`src/rtl/shift_ll_pipelined_pkg.sv`:
```
// Shared ALU shifter definitions: widths and the per-stage pipeline record.
// Latency: n/a (types and constants only).
// Backpressure: n/a.
package shift_ll_pipelined_pkg;

    localparam int WIDTH   = 32;       // data width, equals 2**SHAMT_W
    localparam int SHAMT_W = 5;        // shift-amount width and stage count
    localparam int TAG_W   = 4;        // opaque tag width
    localparam int NSTAGE  = SHAMT_W;  // one stage per shift-amount bit
    localparam int CNT_W   = 3;        // occupancy counter, holds 0..NSTAGE

    // One pipeline slot: everything an operation needs as it walks the stages.
    typedef struct packed {
        logic               valid;
        logic [WIDTH-1:0]   data;
        logic [SHAMT_W-1:0] amt;
        logic [TAG_W-1:0]   tag;
        logic               lost;
    } stage_t;

endpackage

```
`src/rtl/shift_ll_pipelined_if.sv`:
```
// Operation/result handshake bundle for the pipelined left shifter.
// Latency: n/a (wires only).
// Backpressure: in_ready/out_ready carry the valid-ready flow control.
interface shift_ll_pipelined_if;
    import shift_ll_pipelined_pkg::*;

    logic               in_valid;
    logic               in_ready;
    logic [WIDTH-1:0]   data_operandA;
    logic [SHAMT_W-1:0] ctrl_shiftamt;
    logic [TAG_W-1:0]   in_tag;
    logic               out_valid;
    logic               out_ready;
    logic [WIDTH-1:0]   shiftLL_result;
    logic [TAG_W-1:0]   out_tag;
    logic               out_lost;
    logic [CNT_W-1:0]   inflight_count;

    // Shifter side: consumes operations, produces results and occupancy.
    modport slave (
        input  in_valid, data_operandA, ctrl_shiftamt, in_tag, out_ready,
        output in_ready, out_valid, shiftLL_result, out_tag, out_lost, inflight_count
    );

    // Requester side: issues operations and sinks results.
    modport master (
        output in_valid, data_operandA, ctrl_shiftamt, in_tag, out_ready,
        input  in_ready, out_valid, shiftLL_result, out_tag, out_lost, inflight_count
    );

endinterface

```
`src/rtl/shift_ll_pipelined_stage.sv`:
```
// One barrel-shifter step: shift left by 2**K when amt[K] is set, track spilled ones.
// Latency: 0 cycles (purely combinational; the top registers the result).
// Backpressure: none here; the top holds the registers when the pipe stalls.
module shift_ll_stage
    import shift_ll_pipelined_pkg::*;
#(
    parameter int K = 0
) (
    input  stage_t stg_i,
    output stage_t stg_o
);

    localparam int SH = 1 << K;

    // Bits that fall off the top if this stage shifts.
    logic [SH-1:0] spill;
    assign spill = stg_i.data[WIDTH-1 -: SH];

    // Pass the record through, applying this stage's shift and loss update.
    always_comb begin
        stg_o = stg_i;
        if (stg_i.amt[K]) begin
            stg_o.data = stg_i.data << SH;
            stg_o.lost = stg_i.lost | (|spill);
        end
    end

endmodule

```
`src/rtl/shift_ll_pipelined.sv`:
```
// Five-stage pipelined logical-left shifter with tag, shifted-out flag and occupancy.
// Latency: 5 cycles from accept to out_valid; one operation per cycle sustained.
// Backpressure: global advance; whole pipe holds while out_valid && !out_ready.
module shift_ll_pipelined
    import shift_ll_pipelined_pkg::*;
(
    input  logic                 clock,
    input  logic                 reset,
    shift_ll_pipelined_if.slave  bus
);

    stage_t           in_rec;
    stage_t           stg_d [NSTAGE];
    stage_t           stg_q [NSTAGE];
    logic             adv;
    logic             accept;
    logic             emit;
    logic [CNT_W-1:0] cnt_d;
    logic [CNT_W-1:0] cnt_q;

    // Every stage moves together; a held result freezes the entire pipe.
    assign adv    = !stg_q[NSTAGE-1].valid | bus.out_ready;
    assign accept = bus.in_valid & adv;
    assign emit   = stg_q[NSTAGE-1].valid & bus.out_ready;

    // Operand fields are only taken on an accepted transfer; otherwise a zero bubble enters.
    always_comb begin
        in_rec = '0;
        if (accept) begin
            in_rec.valid = 1'b1;
            in_rec.data  = bus.data_operandA;
            in_rec.amt   = bus.ctrl_shiftamt;
            in_rec.tag   = bus.in_tag;
        end
    end

    for (genvar k = 0; k < NSTAGE; k++) begin : g_stage
        if (k == 0) begin : g_first
            shift_ll_stage #(.K(0)) u_stage (
                .stg_i (in_rec),
                .stg_o (stg_d[0])
            );
        end else begin : g_rest
            shift_ll_stage #(.K(k)) u_stage (
                .stg_i (stg_q[k-1]),
                .stg_o (stg_d[k])
            );
        end
    end

    // Occupancy: one in, one out per advance; both or neither leaves it unchanged.
    always_comb begin
        cnt_d = cnt_q + CNT_W'(accept) - CNT_W'(emit);
    end

    // Pipeline and occupancy registers; reset discards anything in flight.
    always_ff @(posedge clock) begin
        if (reset) begin
            for (int k = 0; k < NSTAGE; k++) begin
                stg_q[k] <= '0;
            end
            cnt_q <= '0;
        end else if (adv) begin
            for (int k = 0; k < NSTAGE; k++) begin
                stg_q[k] <= stg_d[k];
            end
            cnt_q <= cnt_d;
        end
    end

    assign bus.in_ready       = adv;
    assign bus.out_valid      = stg_q[NSTAGE-1].valid;
    assign bus.shiftLL_result = stg_q[NSTAGE-1].data;
    assign bus.out_tag        = stg_q[NSTAGE-1].tag;
    assign bus.out_lost       = stg_q[NSTAGE-1].lost;
    assign bus.inflight_count = cnt_q;

endmodule

```
`src/flat_wrapper.sv`:
```
// flat-port wrapper written by rule: the top's interface ports become plain ports
module shift_ll_pipelined_flat import shift_ll_pipelined_pkg::*;
  (clock, reset, bus_in_valid, bus_data_operandA, bus_ctrl_shiftamt, bus_in_tag, bus_out_ready, bus_in_ready, bus_out_valid, bus_shiftLL_result, bus_out_tag, bus_out_lost, bus_inflight_count);
  shift_ll_pipelined_if bus_i ();
  input  logic clock;
  input  logic reset;
  input wire logic [$bits(bus_i.in_valid)-1:0] bus_in_valid;
  input wire logic [$bits(bus_i.data_operandA)-1:0] bus_data_operandA;
  input wire logic [$bits(bus_i.ctrl_shiftamt)-1:0] bus_ctrl_shiftamt;
  input wire logic [$bits(bus_i.in_tag)-1:0] bus_in_tag;
  input wire logic [$bits(bus_i.out_ready)-1:0] bus_out_ready;
  output wire logic [$bits(bus_i.in_ready)-1:0] bus_in_ready;
  output wire logic [$bits(bus_i.out_valid)-1:0] bus_out_valid;
  output wire logic [$bits(bus_i.shiftLL_result)-1:0] bus_shiftLL_result;
  output wire logic [$bits(bus_i.out_tag)-1:0] bus_out_tag;
  output wire logic [$bits(bus_i.out_lost)-1:0] bus_out_lost;
  output wire logic [$bits(bus_i.inflight_count)-1:0] bus_inflight_count;
  assign bus_i.in_valid = bus_in_valid;
  assign bus_i.data_operandA = bus_data_operandA;
  assign bus_i.ctrl_shiftamt = bus_ctrl_shiftamt;
  assign bus_i.in_tag = bus_in_tag;
  assign bus_i.out_ready = bus_out_ready;
  assign bus_in_ready = bus_i.in_ready;
  assign bus_out_valid = bus_i.out_valid;
  assign bus_shiftLL_result = bus_i.shiftLL_result;
  assign bus_out_tag = bus_i.out_tag;
  assign bus_out_lost = bus_i.out_lost;
  assign bus_inflight_count = bus_i.inflight_count;
  shift_ll_pipelined u_core (.clock(clock), .reset(reset), .bus(bus_i));
endmodule
```
`config.mk`:
```
export PLATFORM = sky130hd
export DESIGN_NAME = shift_ll_pipelined_flat
export DESIGN_NICKNAME = d
export VERILOG_FILES = /design/src/rtl/shift_ll_pipelined_pkg.sv /design/src/rtl/shift_ll_pipelined_if.sv /design/src/rtl/shift_ll_pipelined_stage.sv /design/src/rtl/shift_ll_pipelined.sv /design/src/flat_wrapper.sv
export SDC_FILE = /design/constraint.sdc
export NUM_CORES = 1
export LEC_CHECK = 0
export BUFFER_PORTS_ARGS = -buffer_cell sky130_fd_sc_hd__buf_4
export CAP_MARGIN = 0
export CORE_MARGIN = 1.5
export CORE_UTILIZATION = 53
export DETAILED_ROUTE_END_ITERATION = 10
export GPL_ROUTABILITY_DRIVEN = 1
export MAX_ROUTING_LAYER = met4
export PLACE_DENSITY = 0.81
export SYNTH_ARGS = -nofsm -noshare
export SYNTH_HDL_FRONTEND = slang
export SYNTH_SLANG_ARGS = --single-unit
```
`constraint.sdc`:
```
create_clock -name clock -period 5.5 [get_ports clock]
set_input_delay 0.275 -clock clock [delete_from_list [all_inputs] [get_ports clock]]
set_output_delay 0.275 -clock clock [all_outputs]
set_load 0.05 [all_outputs]
```
# Yosys cells after proc, flatten, opt, wreduce, memory -nomap -nowiden
# Memories as Yosys holds them, arrays and structs flattened.
# Cells that the tools add are included.
# totals
reg_bits	3
ram_bits	215
in_bits	45
output_inout_bits	42
wordCells	42
memories	1
# mem_list
name	words	word_bits	read_ports	rd_clocked_by_memory_dff	write_ports	line	text
u_core.stg_q	5	43	5	0	5	shift_ll_pipelined.sv:14	stage_t stg_q [NSTAGE];
# classes
n_addsub	2
mux	21
bitwise	12
reduce_logical	5
# op_table
operator	n
two-way mux 43 bit	5
two-way mux 32 bit	5
two-way mux 42 bit	1
OR reduction 16 bit	1
two-way mux 1 bit	10
OR 1 bit	10
OR reduction 8 bit	1
OR reduction 4 bit	1
adder 3 x 1 -> 3 bit	1
subtractor 3 x 1 -> 3 bit	1
bitwise AND 1 bit	2
OR reduction 2 bit	1
zero test 1 bit	1

# Longest topological paths before layout
# Gate-level depths: netlist of run 1.
# An unclocked memory read counts as a cell.
# logic_depth
depth_word	7
depth_mapped	11
depth_no_buf	9

# Cells and area by module
# From an unflattened synthesis of run 1, not the netlist that was laid out.
# hier_totals
hier_cells	799
area_unflattened_um2	11533.6
# modules_own_cells
mod	n_inst	cells_each	area_per_inst_um2	seq_area_each_um2
shift_ll_pipelined	1	554	8655.8	6366.1
shift_ll_stage at u_core.g_stage[0].g_first.u_stage	1	47	614.3	0.0
shift_ll_stage at u_core.g_stage[1].g_rest.u_stage	1	48	608.1	0.0
shift_ll_stage at u_core.g_stage[2].g_rest.u_stage	1	48	590.6	0.0
shift_ll_stage at u_core.g_stage[3].g_rest.u_stage	1	50	560.5	0.0
shift_ll_stage at u_core.g_stage[4].g_rest.u_stage	1	52	504.2	0.0

# Worst setup path before layout of run 1
# OpenSTA, ideal clock, no wires.
# synth_timing
path_type	register -> register
from	mem u_core.stg_q[0][214] (netlist name)
to	mem u_core.stg_q[0][0] (netlist name), enable pin
setup_time_ps	1590
arrival_ps	4231
setup_slack_ps	-321
stages_incl_launch_ff	4
cell_sequence	edfxtp_1 nor2b_1 buf_6 nand2_1
# synth_lines
item	line
from (decl)	shift_ll_pipelined.sv:14

==> results of run 1 <==
==> registers in the layout, summed over array words and instances, names as in the netlist <==
signal,count
u_core.stg_q,200
u_core.bus.inflight_count,3
==> layout by cell type (no fill, tap or decap), types with 2 or more instances in the layout <==
cell type  netlist  routed
nor2_1         132     132
o21ai_0          2       2
and2_1          34      34
a21oi_1          4       4
clkbuf_1         4       7
nor4_1           6       6
nand2_1          3       2
ha_1             2       2
mux2i_1        129     129
edfxtp_1       200     200
bufinv_16        0       3
clkbuf_16        0      21
inv_1            5       5
dfxtp_1          3       3
and3_1          28      28
buf_4            1      91
clkinv_2         0       2
nor3b_1          7       7
==> area by class of cell <==
cell class / count / area, µm² / area share (%)
clock buffer: 29 / 566 / 5.55
clock inverter: 6 / 104 / 1.02
inverter: 7 / 28.8 / 0.282
multi-input combinational: 361 / 2470 / 24.3
sequential: 203 / 6070 / 59.5
tap: 216 / 270 / 2.65
timing repair buffer: 91 / 683 / 6.71
==> per-layer routing <==
layer / GRT usage (%) / vias to the layer above / routed length, µm
met3: 2.66 / 29 / 584
li1: - / 2356 / -
met4: 4.14 / 0 / 317
met2: 25.6 / 114 / 6400
met5: - / - / 0
met1: 19.0 / 2139 / 5800
==> cells by family after synthesis <==
logic type	count (synthesis)
adders and majority gates	3
DFF	203
AOI/OAI and AO/OA	10
and+or+nand+nor	218
muxes	129
buffers and inverters	46
xor gates and xnor gates	1
==> through the flow <==
| step | std cells | setup slack [ns] | total power, µW | cell area (µm²) |
|---|---|---|---|---|
| after global placement | 878 | 2.35 | 2000 | 9520 |
| final | 913 | 2.17 | 3350 | 10200 |
| after CTS | 913 | 2.18 | 3380 | 10200 |
| after global routing | 913 | 1.90 | 3460 | 10200 |
| after floorplan | 610 | 1.71 | 1950 | 8780 |
| after detailed placement | 878 | 2.18 | 2010 | 9520 |
==> worst register-to-register path, delay by kind of cell, from the launching register on <==
kind                   cells  cell delay [ns]
buffers and inverters      2             0.82
DFF                        1             0.36
and+or+nand+nor            3             1.88
==> report_power, final <==
group	switching, µW	total (µW)	leakage (µW)	internal, µW
registers	28.6	1770	0.00246	1740
logic	119	204	0.00144	85.4
clock network	524	1380	0.000326	853
==> final timing paths <==
| kind | from | end | cells past startpoint |
|---|---|---|---|
| setup / recovery | u_core.stg_q[0][214] | u_core.stg_q[0][54] | 5 |
| hold / removal | reset | u_core.bus.inflight_count[0] | 2 |
| setup reg to reg | u_core.stg_q[0][214] | u_core.stg_q[0][54] | 5 |
| hold reg to reg | u_core.bus.inflight_count[0] | u_core.bus.inflight_count[0] | 2 |
==> run summary, run 1 <==
Final Skew = 0.0133 ns
Total die area = 17300 µm²
Largest family of logic cells by synthesized area = multiplexers
Worst-path clk slew = 0.06 ns
Clock Sinks = 203
Overflow after GRT = 0
Worst-path maximum fanout = 69
Mux contribution to synthesized area = 14.7%
WP data required = 5.70 ns
Ports = 87
Max Slew Vio Count = 0
Leak = 0.00422 µW
First-pass GRT wire length = 21300 µm
Ys async rst share = 0%
Via count = 4638
Synth area leader = edfxtp_1
CP peak stage delay = 0.94 ns
Cell with the most instances after synthesis = edfxtp_1
Post-DP HPWL = 8680 µm
Detailed-route DRC error count = 0
DR WL/cell = 14.3 µm
TritonRoute pass-1 iters = 4
Period Utilization, post-route = 60.5%
Vias/cell = 5.08
Crit path capture type = flip-flop
# diodes = 0
CTS tree = yes
Synth Area in XOR/XNOR = 0.0998%
Crit Path Class = flip-flop to flip-flop
Clock Latency Late Sink = 0.48 ns
GP Congestion = 0.782
Synth-to-layout area growth = 16.0%
Final Util = 63.4%
Max-cap violations = 0
Max transition margin = 19.8%
RSZ-0062 raised after global routing = false
R2R Setup Slk = 2.17 ns
Status = finished, final reports clean
Worst Tran Pin Value = 1.20 ns
Die width = 132 µm
Post-synth top flop = edfxtp_1
Sequential cell area fraction in the yosys report = 69.1%
CP Launch Type = flip-flop
Post-synthesis cell type count = 34
Cts bufs inserted = 20
Worst Path Arrival = 3.53 ns
Number of setup buffers added after CTS = 0
CTS resizes = 0
Worst Path Buf+Inv = 2
Post-synth EDFFs = 200
Share of Yosys cell area claimed by the top area cell type = 68.4%
Total global-route track usage = 15.2%
CP top delay family = simple AND/OR/NAND/NOR gates
ANT nets after route = 0
Die H = 132 µm
Final nets = 732
TNS Setup = 0 ns
H-tree Lvls = 1
Hold-fix buffers, CTS = 0
Antenna violations before repair = 0
Ranking of synthesized cells by area = edfxtp_1 (68%), mux2i_1 (15%), nor2_1 (5.6%)
Core area = 16100 µm²
Final Critical Period = 3.33 ns
DRT iter0 DRCs = 240
Fillers = 1172
Post-synthesis adder-cell area fraction = 0.513%
Vias in the first global route = 4462
Mapped Area = 8780 µm²
Synth Register Bits = 203
Most frequent cells after synthesis = edfxtp_1 (200), nor2_1 (132), mux2i_1 (129)
Final Routed Wirelength = 13100 µm
Worst hold slack = 0.0436 ns
Max Fclk = 0.300 GHz
Worst VDD drop = 0.000206 V
CTS root buf = clkbuf_16
Final setup fails = 0
Worst path cell trace = nor2b_1 -> inv_4 -> nand2_2 -> buf_4 -> nor3b_1
Compound-Gate Fraction of Synth Area = 0.698%
Cells after Synth = 610
Synth Net Count = 658
Fraction of layout cells with a size suffix above 1 = 17.8%
Hold WC Path Type = input port to flip-flop
Clock Tree Buf Depth = 3
Syn avg cell area = 14.4 µm²
CP max stage cell = nand2_2
Num rows = 46
Port buffer count = 86
Post-Synth Simple-Gate Area = 11.9%
Starting density of the core = 54.7%
Final hold vios = 0
YS warnings = 0
Largest net degree at the start of global routing = 102
Cell Pwr Density = 329 nW/µm²
No activity file was read; power rests on OpenSTA's default activity.
==> run 2, diff against run 1 <==
--- a/config.mk
+++ b/config.mk
@@ -8,11 +8,11 @@
 export BUFFER_PORTS_ARGS = -buffer_cell sky130_fd_sc_hd__buf_4
 export CAP_MARGIN = 0
 export CORE_MARGIN = 1.5
-export CORE_UTILIZATION = 53
+export CORE_UTILIZATION = 59
 export DETAILED_ROUTE_END_ITERATION = 10
 export GPL_ROUTABILITY_DRIVEN = 1
 export MAX_ROUTING_LAYER = met4
-export PLACE_DENSITY = 0.81
+export PLACE_DENSITY = 0.85
 export SYNTH_ARGS = -nofsm -noshare
 export SYNTH_HDL_FRONTEND = slang
 export SYNTH_SLANG_ARGS = --single-unit
==> constraint.sdc (replaced) <==
create_clock -name clock -period 3.2 [get_ports clock]
set_input_delay 0.16 -clock clock [delete_from_list [all_inputs] [get_ports clock]]
set_output_delay 0.16 -clock clock [all_outputs]
set_load 0.05 [all_outputs]
==> run 2 against run 1 <==
Compared with the run above: routed wire length rose by 6.4%; clock-buffer cell count fell by 5; sequential power grew 72%; clock power increased by 63%; setup slack worse by 1.4 ns; first-iteration DRC count rose by 25%; register-to-register slack worse by 1.4 ns; fmax up 39%; non-clock buffer count rose by 27; utilization up 8.2 points; critical path type unchanged; critical endpoint is now u_core.bus.inflight_count[2].
==> run summary, run 2 (synthesis gave the netlist of run 1 again) <==
Combinational Power Share = 6.8% (+0.7 points)
Final nets = 759 (+3.7%)
RR Startpoint = u_core.stg_q[0][214]
Total global-route track usage = 18.2% (+3.0 points)
Port buffer count = 86 (unchanged)
TNS Setup = 0 ns (unchanged)
Crit Path Class = flip-flop to flip-flop
Final hold vios = 0 (unchanged)
CP Launch Type = flip-flop
Max Fclk = 0.418 GHz (+39%)
Cts bufs inserted = 20 (unchanged)
Clock Latency Late Sink = 0.48 ns (about the same)
Starting density of the core = 60.4% (+5.7 points)
WP data required = 3.61 ns (-2.09 ns)
Post-DP HPWL = 8730 µm (+0.50%)
CTS resizes = 0 (unchanged)
Most frequent cells in the layout = edfxtp_1 (200), nor2_1 (132), mux2i_1 (129), buf_4 (92), and2_1 (34)
Max Slew Vio Count = 0 (unchanged)
Critical Path End = u_core.bus.inflight_count[2]
Ports = 87 (unchanged)
Crit path from = u_core.stg_q[0][214]
R2R Setup Slk = 0.81 ns (-1.37 ns)
Number of setup buffers added after CTS = 0 (unchanged)
Leak = 0.00433 µW (+2.6%)
Largest net degree at the start of global routing = 107 (+4.9%)
Vias in the first global route = 4690 (+5.1%)
Final Critical Period = 2.39 ns (-0.935 ns)
Hold-fix buffers, CTS = 24 (+24)
Overflow after GRT = 0 (unchanged)
Worst VDD drop = 0.000379 V (+84%)
Die H = 125 µm (-5.1%)
Antenna violations before repair = 0 (unchanged)
ANT nets after route = 0 (unchanged)
Die width = 125 µm (-5.1%)
Num rows = 44 (-4.3%)
Final Skew = 0.00713 ns (-0.00616 ns)
H-tree Lvls = 1 (unchanged)
Total die area = 15600 µm² (-9.9%)
Vias/cell = 5.30 (+4.3%)
Period Utilization, post-route = 74.8% (+14 points)
TritonRoute pass-1 iters = 4 (unchanged)
Max reg flops = 200 (unchanged)
Detailed-route DRC error count = 0 (unchanged)
Clk pwr share = 39.6% (-1.5 points)
First-pass GRT wire length = 22500 µm (+5.2%)
Max transition margin = 35.4% (+16 points)
Worst hold slack = 0.00915 ns (-0.0345 ns)
Clock Sinks = 203 (unchanged)
Cell Pwr Density = 546 nW/µm² (+66%)
Internal power = 4520 µW (+69%)
CTS tree = yes
Worst-path clk slew = 0.06 ns (about the same)
Via count = 4817 (+3.9%)
Status = finished, final reports clean
Worst-path maximum fanout = 34 (-51%)
RSZ-0062 raised after global routing = false
Final Routed Wirelength = 13900 µm (+6.4%)
Core area = 14500 µm² (-9.5%)
Synth-to-layout area growth = 18.5%
Worst Tran Pin Value = 0.969 ns (-0.231 ns)
# diodes = 0 (unchanged)
Most flops, register = u_core.stg_q
Worst Path Arrival = 2.80 ns (-0.73 ns)
DR WL/cell = 15.3 µm (+6.9%)
Sw Ratio = 20.5% (+0.49 points)
Fraction of layout cells with a size suffix above 1 = 17.1% (-0.69 points)
Sw Pwr = 1170 µW (+74%)
Hold WC Path Type = input port to flip-flop
Final setup fails = 0 (unchanged)
GP Congestion = 0.804 (+2.8%)
Final Util = 71.6% (+8.2 points)
Crit path capture type = flip-flop
CTS root buf = clkbuf_16
DRT iter0 DRCs = 301 (+25%)
Most common cell after layout, fill and taps aside = edfxtp_1
Cell count of the worst reg-to-reg path = 10 (+5)
Reg-to-reg endpoint = u_core.bus.inflight_count[2]
Max-cap violations = 0 (unchanged)
Seq pwr share = 53.6% (+0.7 points)
Clock Tree Buf Depth = 3 (unchanged)
-- run 2: worst min path at each step --
| stage | from | endpoint | slack [ns] | cells after the start |
|---|---|---|---|---|
| after global placement | reset | u_core.bus.inflight_count[2] | 0.40 | 2 |
| after CTS | bus_data_operandA[24] | u_core.stg_q[0][34] | 0.00001 | 3 |
| after detailed placement | reset | u_core.bus.inflight_count[2] | 0.41 | 2 |
| after floorplan | reset | u_core.bus.inflight_count[0] | 0.23 | 1 |
| final | bus_data_operandA[9] | u_core.stg_q[0][19] | 0.009 | 3 |
| after global routing | bus_data_operandA[10] | u_core.stg_q[0][21] | 0.02 | 3 |
-- run 2: routing by layer --
| layer | track usage (%) | routed length, µm |
|---|---|---|
| met1 | 21.8 | 5840 |
| met2 | 31.7 | 7150 |
| met3 | 2.78 | 634 |
| met4 | 6.08 | 307 |
| met5 | - | 0 |
-- run 2: through the flow --
step	setup slack, ns	total power, µW	area, µm²	std cells
final	0.805	5690	10400	909
after global routing	0.660	5860	10400	909
after CTS	0.816	5720	10400	909
after detailed placement	0.822	3460	9530	849
after global placement	0.941	3440	9530	849
after floorplan	0.464	3340	8790	610
-- run 2: area by class of cell --
type | count | area [µm²]
sequential | 203 | 6070
fill | 920 | 4130
multi-input combinational | 361 | 2470
timing repair buffer | 118 | 971
clock buffer | 24 | 537
tap | 184 | 230
clock inverter | 12 | 103
inverter | 7 | 28.8
-- run 2: worst max-delay path, cell delays in order, from the launching register on --
cell and delay (ns):
edfxtp_1 0.39, nor2b_1 0.14, buf_4 0.18, inv_4 0.22, and2_1 0.17, ha_1 0.15, inv_1 0.06, fa_1 0.40
xnor2_1 0.15, or3_1 0.31, a21oi_1 0.14
-- run 2: power groups by stage --
stage / sequential [µW] / combinational [µW] / clock, µW
4_1_cts: 3050 / 386 / 2290
3_3_place_gp: 3100 / 346 / 0
6_report: 3050 / 386 / 2250
5_1_grt: 3060 / 419 / 2390
2_1_floorplan: 3140 / 202 / 0
3_5_place_dp: 3100 / 357 / 0
